`src/rtl/elevator_call_panel.sv`:
```
// elevator_call_panel: latches call buttons, serialises press pulses, clears on arrival, re-sends periodically; CALL_PANEL_LED_EN adds o_led
module elevator_call_panel #(
    parameter int NUM_FLOORS     = 8,
    parameter int ISSUE_GAP      = 2,
    parameter int DWELL_CYCLES   = 4,
    parameter int REFRESH_CYCLES = 64
) (
    input  logic                  i_clk,
    input  logic                  i_rst,
    input  logic [NUM_FLOORS-1:0] i_buttons,
    input  logic [2:0]            i_floor,
    output logic                  o_button_pressed,
    output logic [2:0]            o_button_value,
    output logic [NUM_FLOORS-1:0] o_pending,
    output logic                  o_arrived,
    output logic [2:0]            o_arrived_floor
`ifdef CALL_PANEL_LED_EN
    ,
    output logic [NUM_FLOORS-1:0] o_led
`endif
);
    localparam int PW = $clog2(NUM_FLOORS);
    localparam int RW = REFRESH_CYCLES > 1 ? $clog2(REFRESH_CYCLES) : 1;
    typedef enum logic [1:0] {IDLE, ISSUE, GAP} state_t;
    state_t state, state_n;
    logic [NUM_FLOORS-1:0] prev_buttons, sent, floor_hot, set_mask, clr_mask, eligible;
    logic [2:0] prev_floor, rr_ptr, pick;
    logic [7:0] dwell_cnt;
    logic [3:0] gap_cnt;
    logic [RW-1:0] refresh_cnt;
    logic stable, fire, refresh_fire, found;
    assign floor_hot = NUM_FLOORS'(1) << i_floor;
    assign stable = i_floor == prev_floor;
    assign fire = stable && dwell_cnt == 8'(DWELL_CYCLES - 1) && |(o_pending & floor_hot);
    assign set_mask = i_buttons & ~prev_buttons & ~((stable && dwell_cnt == 8'(DWELL_CYCLES)) ? floor_hot : '0);
    assign clr_mask = fire ? floor_hot : '0;
    assign refresh_fire = REFRESH_CYCLES > 0 && |o_pending && refresh_cnt == RW'(REFRESH_CYCLES - 1);
    assign eligible = o_pending & ~sent;
    assign o_button_pressed = state == ISSUE;
    always_comb begin
        pick = rr_ptr;
        found = 1'b0;
        // descending scan so the nearest candidate at/after rr_ptr wins
        for (int i = NUM_FLOORS - 1; i >= 0; i--) begin
            if (eligible[PW'((32'(rr_ptr) + 32'(i)) % NUM_FLOORS)]) begin
                pick = 3'((32'(rr_ptr) + 32'(i)) % NUM_FLOORS);
                found = 1'b1;
            end
        end
        state_n = state == IDLE  ? (found ? ISSUE : IDLE)
                : state == ISSUE ? (ISSUE_GAP == 0 ? IDLE : GAP)
                : (gap_cnt == 4'(ISSUE_GAP - 1) ? IDLE : GAP);
    end
    always_ff @(posedge i_clk) begin
        if (i_rst) begin
            state           <= IDLE;
            prev_buttons    <= '0;
            prev_floor      <= '0;
            dwell_cnt       <= '0;
            o_pending       <= '0;
            sent            <= '0;
            refresh_cnt     <= '0;
            gap_cnt         <= '0;
            rr_ptr          <= '0;
            o_button_value  <= '0;
            o_arrived       <= 1'b0;
            o_arrived_floor <= '0;
        end else begin
            state        <= state_n;
            prev_buttons <= i_buttons;
            prev_floor   <= i_floor;
            dwell_cnt    <= !stable ? '0 : dwell_cnt == 8'(DWELL_CYCLES) ? dwell_cnt : dwell_cnt + 8'd1;
            o_pending    <= (o_pending | set_mask) & ~clr_mask;
            // arrival clear beats both the refresh wipe and the issue mark
            sent         <= ((refresh_fire ? '0 : sent) | (o_button_pressed ? NUM_FLOORS'(1) << o_button_value : '0)) & ~clr_mask;
            refresh_cnt  <= (!(|o_pending) || refresh_fire) ? '0 : refresh_cnt + 1'b1;
            gap_cnt      <= state == GAP ? gap_cnt + 4'd1 : '0;
            if (state == IDLE && found) o_button_value <= pick;
            if (o_button_pressed) rr_ptr <= 3'((32'(o_button_value) + 32'd1) % NUM_FLOORS);
            o_arrived    <= fire;
            if (fire) o_arrived_floor <= i_floor;
        end
    end
`ifdef CALL_PANEL_LED_EN
    assign o_led = o_pending | set_mask;
`else
    // without lamps, fresh edges are only visible through o_pending a cycle later
`endif
endmodule
```
`config.mk`:
```
export PLATFORM = sky130hd
export DESIGN_NAME = elevator_call_panel
export DESIGN_NICKNAME = d
export VERILOG_FILES = /design/src/rtl/elevator_call_panel.sv
export SDC_FILE = /design/constraint.sdc
export NUM_CORES = 1
export LEC_CHECK = 0
export CAP_MARGIN = 25
export CORE_UTILIZATION = 30
export CTS_CLUSTER_SIZE = 24
export DETAILED_ROUTE_END_ITERATION = 8
export GPL_ROUTABILITY_DRIVEN = 0
export PLACE_DENSITY_LB_ADDON = 0.2
export SYNTH_ARGS = -nofsm -noshare
export SYNTH_HDL_FRONTEND = slang
export SYNTH_SLANG_ARGS = --single-unit
```
`constraint.sdc`:
```
create_clock -name i_clk -period 8.3 [get_ports i_clk]
set_input_delay 1.66 -clock i_clk [delete_from_list [all_inputs] [get_ports i_clk]]
set_output_delay 1.66 -clock i_clk [all_outputs]
set_load 0.02 [all_outputs]
```
After elaboration in Yosys (flattened, before gate mapping)
Cells that the tools add are included.
- register bits after elaboration: 57
- bits of input ports: 13
- output and inout port bits: 16
- logic and storage cells: 107
- $add $sub $neg: 11
- order comparisons: 8
- equal/unequal tests: 7
- shift operators: 2
- multiplexer cells: 40
- bitwise logic cells: 14
- reductions and logical operators: 13
- operators with widths (operator ; number):
    $and A8 B8 Y8 ; 6
    $lt A3 B4 Y1 const B ; 8
    $mux W8 ; 4
    $not A8 Y8 ; 4
    $bmux W1 S3 ; 8
    $mux W3 ; 8
    $mux W1 ; 17
    $or A8 B8 Y8 ; 2
    $reduce_or A8 Y1 ; 2
    $shl A1 B3 Y8 const A ; 2
    $add A3 B3 Y3 const B ; 4
    $add A8 B1 Y8 const B ; 1
    $eq A8 B2 Y1 const B ; 1
    $eq A8 B3 Y1 const B ; 1
    $add A3 B1 Y3 const B ; 2
    $add A3 B2 Y3 const B ; 2
    $add A6 B1 Y6 const B ; 1
    $eq A6 B6 Y1 const B ; 1
    $mux W2 ; 3
    $reduce_or A2 Y1 ; 3
    $logic_and A1 B1 Y1 ; 5
    $add A4 B1 Y4 const B ; 1
    $eq A4 B1 Y1 const B ; 1
    $eq A3 B3 Y1 ; 1
    other kinds (6) ; 7

Longest topological paths before layout
Gate-level depths: netlist of run 1.
- word-level depth: 14
- depth in mapped cells: 10
- mapped depth without buffers: 9

Worst setup path after synthesis of run 1
No wires, ideal clock.
- path type: input to register
- from: input i_floor[0]
- to: register o_pending[1]
- setup time: 0.141 ns
- data arrival time: 3.426 ns
- required time: 8.159 ns
- setup slack: 4.733 ns
- stages on the path: 8
- buffers on the path: 3
- path through: clkbuf_1 nor3b_1 a22oi_1 nand4b_1 and4b_1 clkbuf_1 clkbuf_1 a211oi_1
- longest elaborated chain between the ends: 7
- elaborated cells on any way between the ends: 14
- those cells by class: eq/ne (1); shift (1); mux (2); bitwise (6); reduce/logical (4)
- ends and longest elaborated chain (element ; line ; text):
    start: declaration ; 11 ; input logic [2:0] i_floor,
    $shl A1 B3 Y8 or $eq A3 B3 Y1 (tied branches) ; 32, 33 ;
    $and A8 B8 Y8 or $logic_and A1 B1 Y1 (tied branches) ; 34, 35 ;
    $reduce_or A8 Y1 or $mux W8 (tied branches) ; 34, 35 ;
    $logic_and A1 B1 Y1 or $not A8 Y8 (tied branches) ; 34, 35 ;
    $mux W8 or $and A8 B8 Y8 (tied branches) ; 36, 35 ;
    $not A8 Y8 or $or A8 B8 Y8 (tied branches) ; 73 ; o_pending <= (o_pending | set_mask) & ~clr_mask;
    $and A8 B8 Y8 * ; 73 ;
    end signal: assignment ; 73 ;
    end: declaration ; 14 ; output logic [NUM_FLOORS-1:0] o_pending,
Mark *: on every way between the ends. The rest lies on a longest branch, timed or not.
A chain may end at the register's enable or synchronous reset.

Final worst setup path of run 1
- from: input i_floor[0]
- to: register o_arrived_floor[0]
- longest elaborated chain between the ends: 4
- elaborated cells on any way between the ends: 6
- those cells by class: eq/ne (1); shift (1); bitwise (1); reduce/logical (3)
- ends and longest elaborated chain (element ; line ; text):
    $shl A1 B3 Y8 ; 32 ; assign floor_hot = NUM_FLOORS'(1) << i_floor;
    $and A8 B8 Y8 ; 34 ; assign fire = stable && dwell_cnt == 8'(DWELL_CYCLES - 1) && |(o_pending & floor_hot);
    $reduce_or A8 Y1 ; 34 ;
    $logic_and A1 B1 Y1 ; 34 ;
    end signal: assignment ; 81 ; if (fire) o_arrived_floor <= i_floor;
    end: declaration ; 16 ; output logic [2:0] o_arrived_floor
Several ways; a longest one is shown, not always the timed one.

==> metrics.cfg, run 1 <==
[outcome]
status=finished, final reports clean

[drt]
via_per_inst=5.23
routed_wirelength_mm=8.50
drc=0
vias=2916
drt_iter0_drc=84
dr.pass1.iters=4
ant_nets=0
wire_per_inst_um=15.2

[die]
ios=29
fp-row-count=38
die_x_um=109
initial_core_util=0.313
die_y_um=109
die_area_sq_um=11900
core_sq_um=11000

[clock_network]
cts.reportedPaths.clkPinSlew_ps=50
clockRootBuffer=clkbuf_16
clkSinkCount=57
post_cts_buffers=0
clkLatencyLatePin_ps=320
cts_tree=yes
clk_path_buf_depth=2
cts_buffers=9
cts_max_level=3
post_cts_resized=0
postCtsHoldBufs=0

[global_route]
track_usage=0.159
antenna_found_initial=0
grt_pass1_vias=2875
grt_overflow=0
grt_max_degree=45
grt_pass1_wl_mm=14.6

[cells_and_area]
drive_above_1_share=0.0742
diodes=0
area_growth_pct=19.3
nets=441
final_cells=558
final_cell_area_sq_um=4100
fillCellCount=1131

[hold_path]
hp-start=refresh_cnt[0]
min_path_type=reg -> reg

[timing]
fmax_ghz=0.253
whs_ps=436
slew_headroom=0.455
finalSetupViolCount=0
fin_skew_ps=5.80
post-route-period-util=0.475
slew_violations=0
min_period_ps=3950
rsz0062_at_grt=false
finalSetupTns_ps=0
tightestPinTransition_ps=811
hold_viol_final=0

[synth]
seq_area_frac_synth=0.332
synth_common_cells=dfxtp_1 (57), nor2_1 (45), nand2_1 (29), inv_1 (20), nor2b_1 (20)
synth.net_count=417
synth_seq_cells=57
ys_warn_count=0
yosysUniqueCellTypes=55
synth_area_per_cell_sq_um=8.79
synth_top_area_share=0.332
synth_most_common_cell=dfxtp_1
synth_enable_flop_cells=0
synth_area_leaders=dfxtp_1 (33%), mux4_2 (7.9%), nor2_1 (4.9%)
synth_cells=391
yosys.area.top_type=dfxtp_1
synth-main-ff-cell=dfxtp_1
netlist_area_sq_um=3440
async_flop_share=0

[critical_path]
critPathLaunch=i_floor[0]
crit_path_max_fanout=19
worst_setup_path_start_kind=input port
criticalPathCategory=in -> reg
cp.required_ps=8490
endpoint_kind=flop
reg2reg_from=rr_ptr[1]
cp.arrival_ps=4140

[placed_design]
io_buffers=28
placed_cells=544
placed_area_sq_um=3840
hpwlAfterDp_mm=6.33

[power]
totalPowerFinal_mw=1.09
power.density_nw_per_um2=266
leakage_nw=1.51
ir_drop_uv=123

[run]
cap_violations=0

-- cell families after synthesis --
group | Yosys count | share of synthesized area
simple gates | 158 | 0.242
flops | 57 | 0.332
buf+inv | 40 | 0.0462
compound gates | 82 | 0.172
fa+ha+maj | 13 | 0.0473
mux | 22 | 0.112
xor+xnor | 19 | 0.0484
-- layer usage --
metal / wire length, um / share of wire / vias to the layer above / track usage
li1: - / - / 1459 / -
met1: 4100 / 0.48 / 1401 / 0.205
met2: 3980 / 0.47 / 42 / 0.257
met3: 228 / 0.027 / 14 / 0.0311
met4: 193 / 0.023 / 0 / 0.0714
met5: 0 / 0 / - / 0
-- state kept, by name, indices dropped and copies added (netlist names) --
| register | cells |
|---|---|
| o_arrived_floor | 3 |
| dwell_cnt | 8 |
| sent | 8 |
| state | 2 |
| rr_ptr | 3 |
| gap_cnt | 4 |
| o_pending | 8 |
| o_button_value | 3 |
| prev_floor | 3 |
| refresh_cnt | 6 |
| o_arrived | 1 |
| prev_buttons | 8 |
-- placed cells by master (no fill, tap or decap), types with 13 or more instances in the layout --
| master | Yosys | routed |
|---|---|---|
| nor2_1 | 45 | 45 |
| nand2b_1 | 14 | 14 |
| inv_1 | 20 | 20 |
| nand2_1 | 29 | 29 |
| clkdlybuf4s50_1 | 0 | 28 |
| nor2b_1 | 20 | 20 |
| ha_1 | 13 | 13 |
| a211oi_1 | 18 | 18 |
| dfxtp_1 | 57 | 57 |
-- power by group --
part	switching, mW	total (mW)	internal (mW)
sequential	0.0381	0.338	0.300
clock	0.113	0.327	0.214
combinational	0.236	0.426	0.191
-- path summary, 6_finish.rpt --
path,depth (start not counted),end,slack [ps]
hold / removal,1,refresh_cnt[0],440
hold reg to reg,1,refresh_cnt[0],440
setup reg to reg,8,o_button_value[0],4500
setup / recovery,7,o_arrived_floor[0],4350
-- final cells by class --
type,count,area (sq um),area share
clock buffer,14,264,0.0644
inverter,23,86.3,0.0211
multi-input combinational,294,2140,0.522
timing repair buffer,30,295,0.0720
tap,140,175,0.0427
sequential,57,1140,0.278
-- per-stage QoR --
step,util,setup WS (ps)
3_3_place_gp,0.349,4120
2_1_floorplan,-,4730
6_report,0.373,4350
4_1_cts,0.373,4380
3_5_place_dp,0.349,4040
5_1_grt,0.373,4080
-- worst max-delay path: stages --
cell,delay (ps)
clkdlybuf4s50_1,670
nor3b_1,460
a22oi_1,170
nand4b_1,160
and4b_1,700
mux2i_1,260
nor2_1,60
No activity file was read; power rests on OpenSTA's default activity.
==> run 2, diff against run 1 <==
==> constraint.sdc (replaced) <==
create_clock -name i_clk -period 3.67 [get_ports i_clk]
set_input_delay 0.734 -clock i_clk [delete_from_list [all_inputs] [get_ports i_clk]]
set_output_delay 0.734 -clock i_clk [all_outputs]
set_load 0.02 [all_outputs]
==> metrics.cfg, run 2 (same netlist as run 1, synthesis figures left out) <==
[timing]
rsz0062_at_grt=false
min_period_ps=2960
hold_viol_final=0
slew_violations=0
slew_headroom=0.491
post-route-period-util=0.807
tightestPinTransition_ps=759
fin_skew_ps=11.2
finalSetupViolCount=0
finalSetupTns_ps=0
whs_ps=443
fmax_ghz=0.338

[drt]
via_per_inst=5.22
wl_met3_um=280
drc=0
drt-met1-wl_mm=4.11
ant_nets=0
dr.pass1.iters=4
routed_wirelength_mm=8.65
routed.top_layer=met4
wire_per_inst_um=15.3
vias=2961
wl_met2_mm=4.12
drt_iter0_drc=81

[critical_path]
critPathMaxStageDelay_ps=730
crit_path_max_fanout=12
path_cells=buf_4, mux4_1, nand2b_1, and3b_1, o32a_1, or4_1, o311ai_1
critPathSlowestCell=mux4_1
worst_setup_path_start_kind=flop
endpoint_kind=flop
cp.arrival_ps=3180
criticalPathCategory=reg -> reg
cp.required_ps=3890

[global_route]
grt_pass1_vias=2958
grt_max_degree=20
grt_pass1_wl_mm=14.5
antenna_found_initial=0
track_usage=0.159
grt_overflow=0

[die]
ios=29
core_sq_um=11000
die_area_sq_um=11900
die_x_um=109
die_y_um=109
fp-row-count=38
initial_core_util=0.313

[cells_and_area]
final_common_cell=dfxtp_1
diodes=0
area_growth_pct=23.4
drive_above_1_share=0.0984
layout_common_cells=dfxtp_1 (57), nor2_1 (45), nand2_1 (29)
nets=448

[clock_network]
clkSinkCount=57
postCtsHoldBufs=0
clockRootBuffer=clkbuf_16
cts_tree=yes
clkLatencyLatePin_ps=330
post_cts_buffers=0
clk_path_buf_depth=2
cts_buffers=9
cts_max_level=3
cts.reportedPaths.clkPinSlew_ps=50
post_cts_resized=0

[power]
leakage_nw=1.59
totalPowerFinal_mw=2.74
ir_drop_uv=241
power.density_nw_per_um2=646

[placed_design]
io_buffers=28
hpwlAfterDp_mm=6.60

[outcome]
status=finished, final reports clean

[run]
cap_violations=0

[hold_path]
min_path_type=reg -> reg

## run 2: changes by cell type in the layout (fill, tap and decap cells not counted), sizes merged
cell,before,now
clkinv,2,3
bufinv,0,3
buf,2,9
clkbuf,14,12
## run 2: routing by layer
metal | track usage | vias to the layer above
li1 | - | 1477
met1 | 0.199 | 1404
met2 | 0.267 | 62
met3 | 0.0287 | 18
met4 | 0.0666 | 0
met5 | 0 | -
## run 2: critical path: cells and delay by family, from the launching register on
kind,cells,cell delay [ps]
AND/OR/NAND/NOR,3,910
multiplexers,1,730
flip-flops,1,540
AO/OA/AOI/OAI,2,390
buffers and inverters,1,280
## run 2: per-stage QoR
stage	cells	instance area, sq um	utilization	setup slack [ps]
after detailed placement	551	3890	0.354	487
final	567	4240	0.386	710
after floorplan	391	3440	-	620
after global routing	567	4240	0.386	516
after CTS	567	4240	0.386	747
after global placement	551	3890	0.354	502
## run 2: cell type report
class                   count  area (sq um)
clock inverters             4          98.8
well taps                 140           175
repair buffers             37           348
inverters                  23          86.3
fillers                  1090          6740
flip-flops and latches     57          1140
clock buffers              12           256
multi-input cells         294          2140
## run 2: worst paths after layout
path,start,endpoint,slack (ps),cells after the start
worst min-delay path,refresh_cnt[0],refresh_cnt[0],440,1
worst min register to register,refresh_cnt[0],refresh_cnt[0],440,1
worst max register to register,rr_ptr[0],o_button_value[0],710,7
worst max-delay path,rr_ptr[0],o_button_value[0],710,7
## run 2: where the power goes
part | internal [mW] | leakage [nW] | switching [mW]
Sequential | 0.677 | 0.467 | 0.0865
Clock | 0.701 | 0.173 | 0.283
Combinational | 0.451 | 0.949 | 0.543
==> run 3, diff against run 2 <==
==> constraint.sdc (replaced) <==
create_clock -name i_clk -period 3 [get_ports i_clk]
set_input_delay 0.6 -clock i_clk [delete_from_list [all_inputs] [get_ports i_clk]]
set_output_delay 0.6 -clock i_clk [all_outputs]
set_load 0.02 [all_outputs]
==> metrics.cfg, run 3 (same netlist as run 1, synthesis figures left out) <==
[global_route]
grt_overflow=0
track_usage=0.165
grt_max_degree=21
grt_pass1_vias=2892
grt_pass1_wl_mm=14.9
antenna_found_initial=0

[clock_network]
clockRootBuffer=clkbuf_16
clkLatencyLatePin_ps=320
cts_max_level=3
cts_tree=yes
clkSinkCount=57
post_cts_buffers=0
clk_path_buf_depth=2
cts_buffers=9
cts.reportedPaths.clkPinSlew_ps=50

[power]
totalPowerFinal_mw=3.25
power_frac_clock=0.316
power.internal_mw=2.14
power_frac_seq=0.284
power_switching_mw=1.11
power_switching_share=0.341
power_frac_comb=0.400
leakage_nw=1.65
ir_drop_uv=336
power.density_nw_per_um2=751

[die]
die_area_sq_um=11900
die_y_um=109
die_x_um=109
initial_core_util=0.313
fp-row-count=38
ios=29
core_sq_um=11000

[hold_path]
min_path_type=reg -> reg

[cells_and_area]
drive_above_1_share=0.136
area_growth_pct=25.8
fillCellCount=1093
nets=465
final_common_cell=dfxtp_1
diodes=0
layout_common_cells=dfxtp_1 (57), nor2_1 (45), nand2_1 (29)

[outcome]
status=finished, final reports clean

[drt]
dr.pass1.iters=4
drt_iter0_drc=140
routed_wirelength_mm=8.97
via_per_inst=5.23
vias=3042
wire_per_inst_um=15.4
drc=0
ant_nets=0

[placed_design]
hpwlAfterDp_mm=7.00
io_buffers=28

[critical_path]
endpoint_kind=flop
worst_setup_path_start_kind=flop
crit_path_max_fanout=8
criticalPathCategory=reg -> reg
cp.arrival_ps=2940
cp.required_ps=3220

[timing]
slew_headroom=0.491
min_period_ps=2720
fmax_ghz=0.368
post-route-period-util=0.905
tightestPinTransition_ps=763
finalSetupTns_ps=0
rsz0062_at_grt=false
slew_violations=0
hold_viol_final=0
finalSetupViolCount=0
fin_skew_ps=5.45

[run]
cap_violations=0

[run 3: power by group through the flow]
stage / Sequential, mW / Clock (mW) / Combinational, mW
2_1_floorplan: 0.922 / 0 / 0.899
5_1_grt: 0.932 / 1.08 / 1.42
3_3_place_gp: 0.932 / 0 / 1.27
4_1_cts: 0.920 / 1.05 / 1.29
3_5_place_dp: 0.935 / 0 / 1.28
6_report: 0.922 / 1.03 / 1.30
[run 3: cell type report]
type	instances	area (sq um)	area share
Multi-Input combinational cell	294	2150	0.497
Inverter	23	86.3	0.0200
Clock buffer	10	229	0.0529
Sequential cell	57	1140	0.264
Clock inverter	4	70.1	0.0162
Tap cell	140	175	0.0405
Timing Repair Buffer	54	475	0.110
[run 3: final timing paths]
kind | start | endpoint | slack [ps] | depth (start not counted)
worst max-delay path | rr_ptr[1] | o_button_value[0] | 280 | 8
worst min register to register | refresh_cnt[0] | refresh_cnt[0] | 440 | 1
worst min-delay path | refresh_cnt[0] | refresh_cnt[0] | 440 | 1
worst max register to register | rr_ptr[1] | o_button_value[0] | 280 | 8
[run 3: repair_timing]
item | 4_1_cts | 5_1_grt
hold buffers | 0 | 0
resized for setup | 0 | 3
endpoints found under the setup margin | 0 | 3
[run 3: critical path, cell delays in order, from the launching register on]
cell      delay (ps)
dfxtp_1          430
clkinv_1         130
ha_2             450
inv_2            110
mux4_2           370
and3b_1          180
o32a_1           310
or4_1            520
o311ai_1          90
[run 3: metrics by stage]
step                      area (sq um)  utilization  setup WS (ps)  instances  hold WS [ps]
after floorplan                   3440            -           94.8        391           411
after global placement            4020        0.366            102        568           425
after detailed placement          4020        0.366           97.3        568           432
after CTS                         4320        0.393            121        582           440
after global routing              4330        0.394           29.0        582           469
final                             4330        0.394            284        582           437
[run 3: routing by layer]
metal / GRT usage / share of wire
met5: 0 / 0
met4: 0.0685 / 0.015
met3: 0.0299 / 0.040
met2: 0.274 / 0.48
met1: 0.210 / 0.47
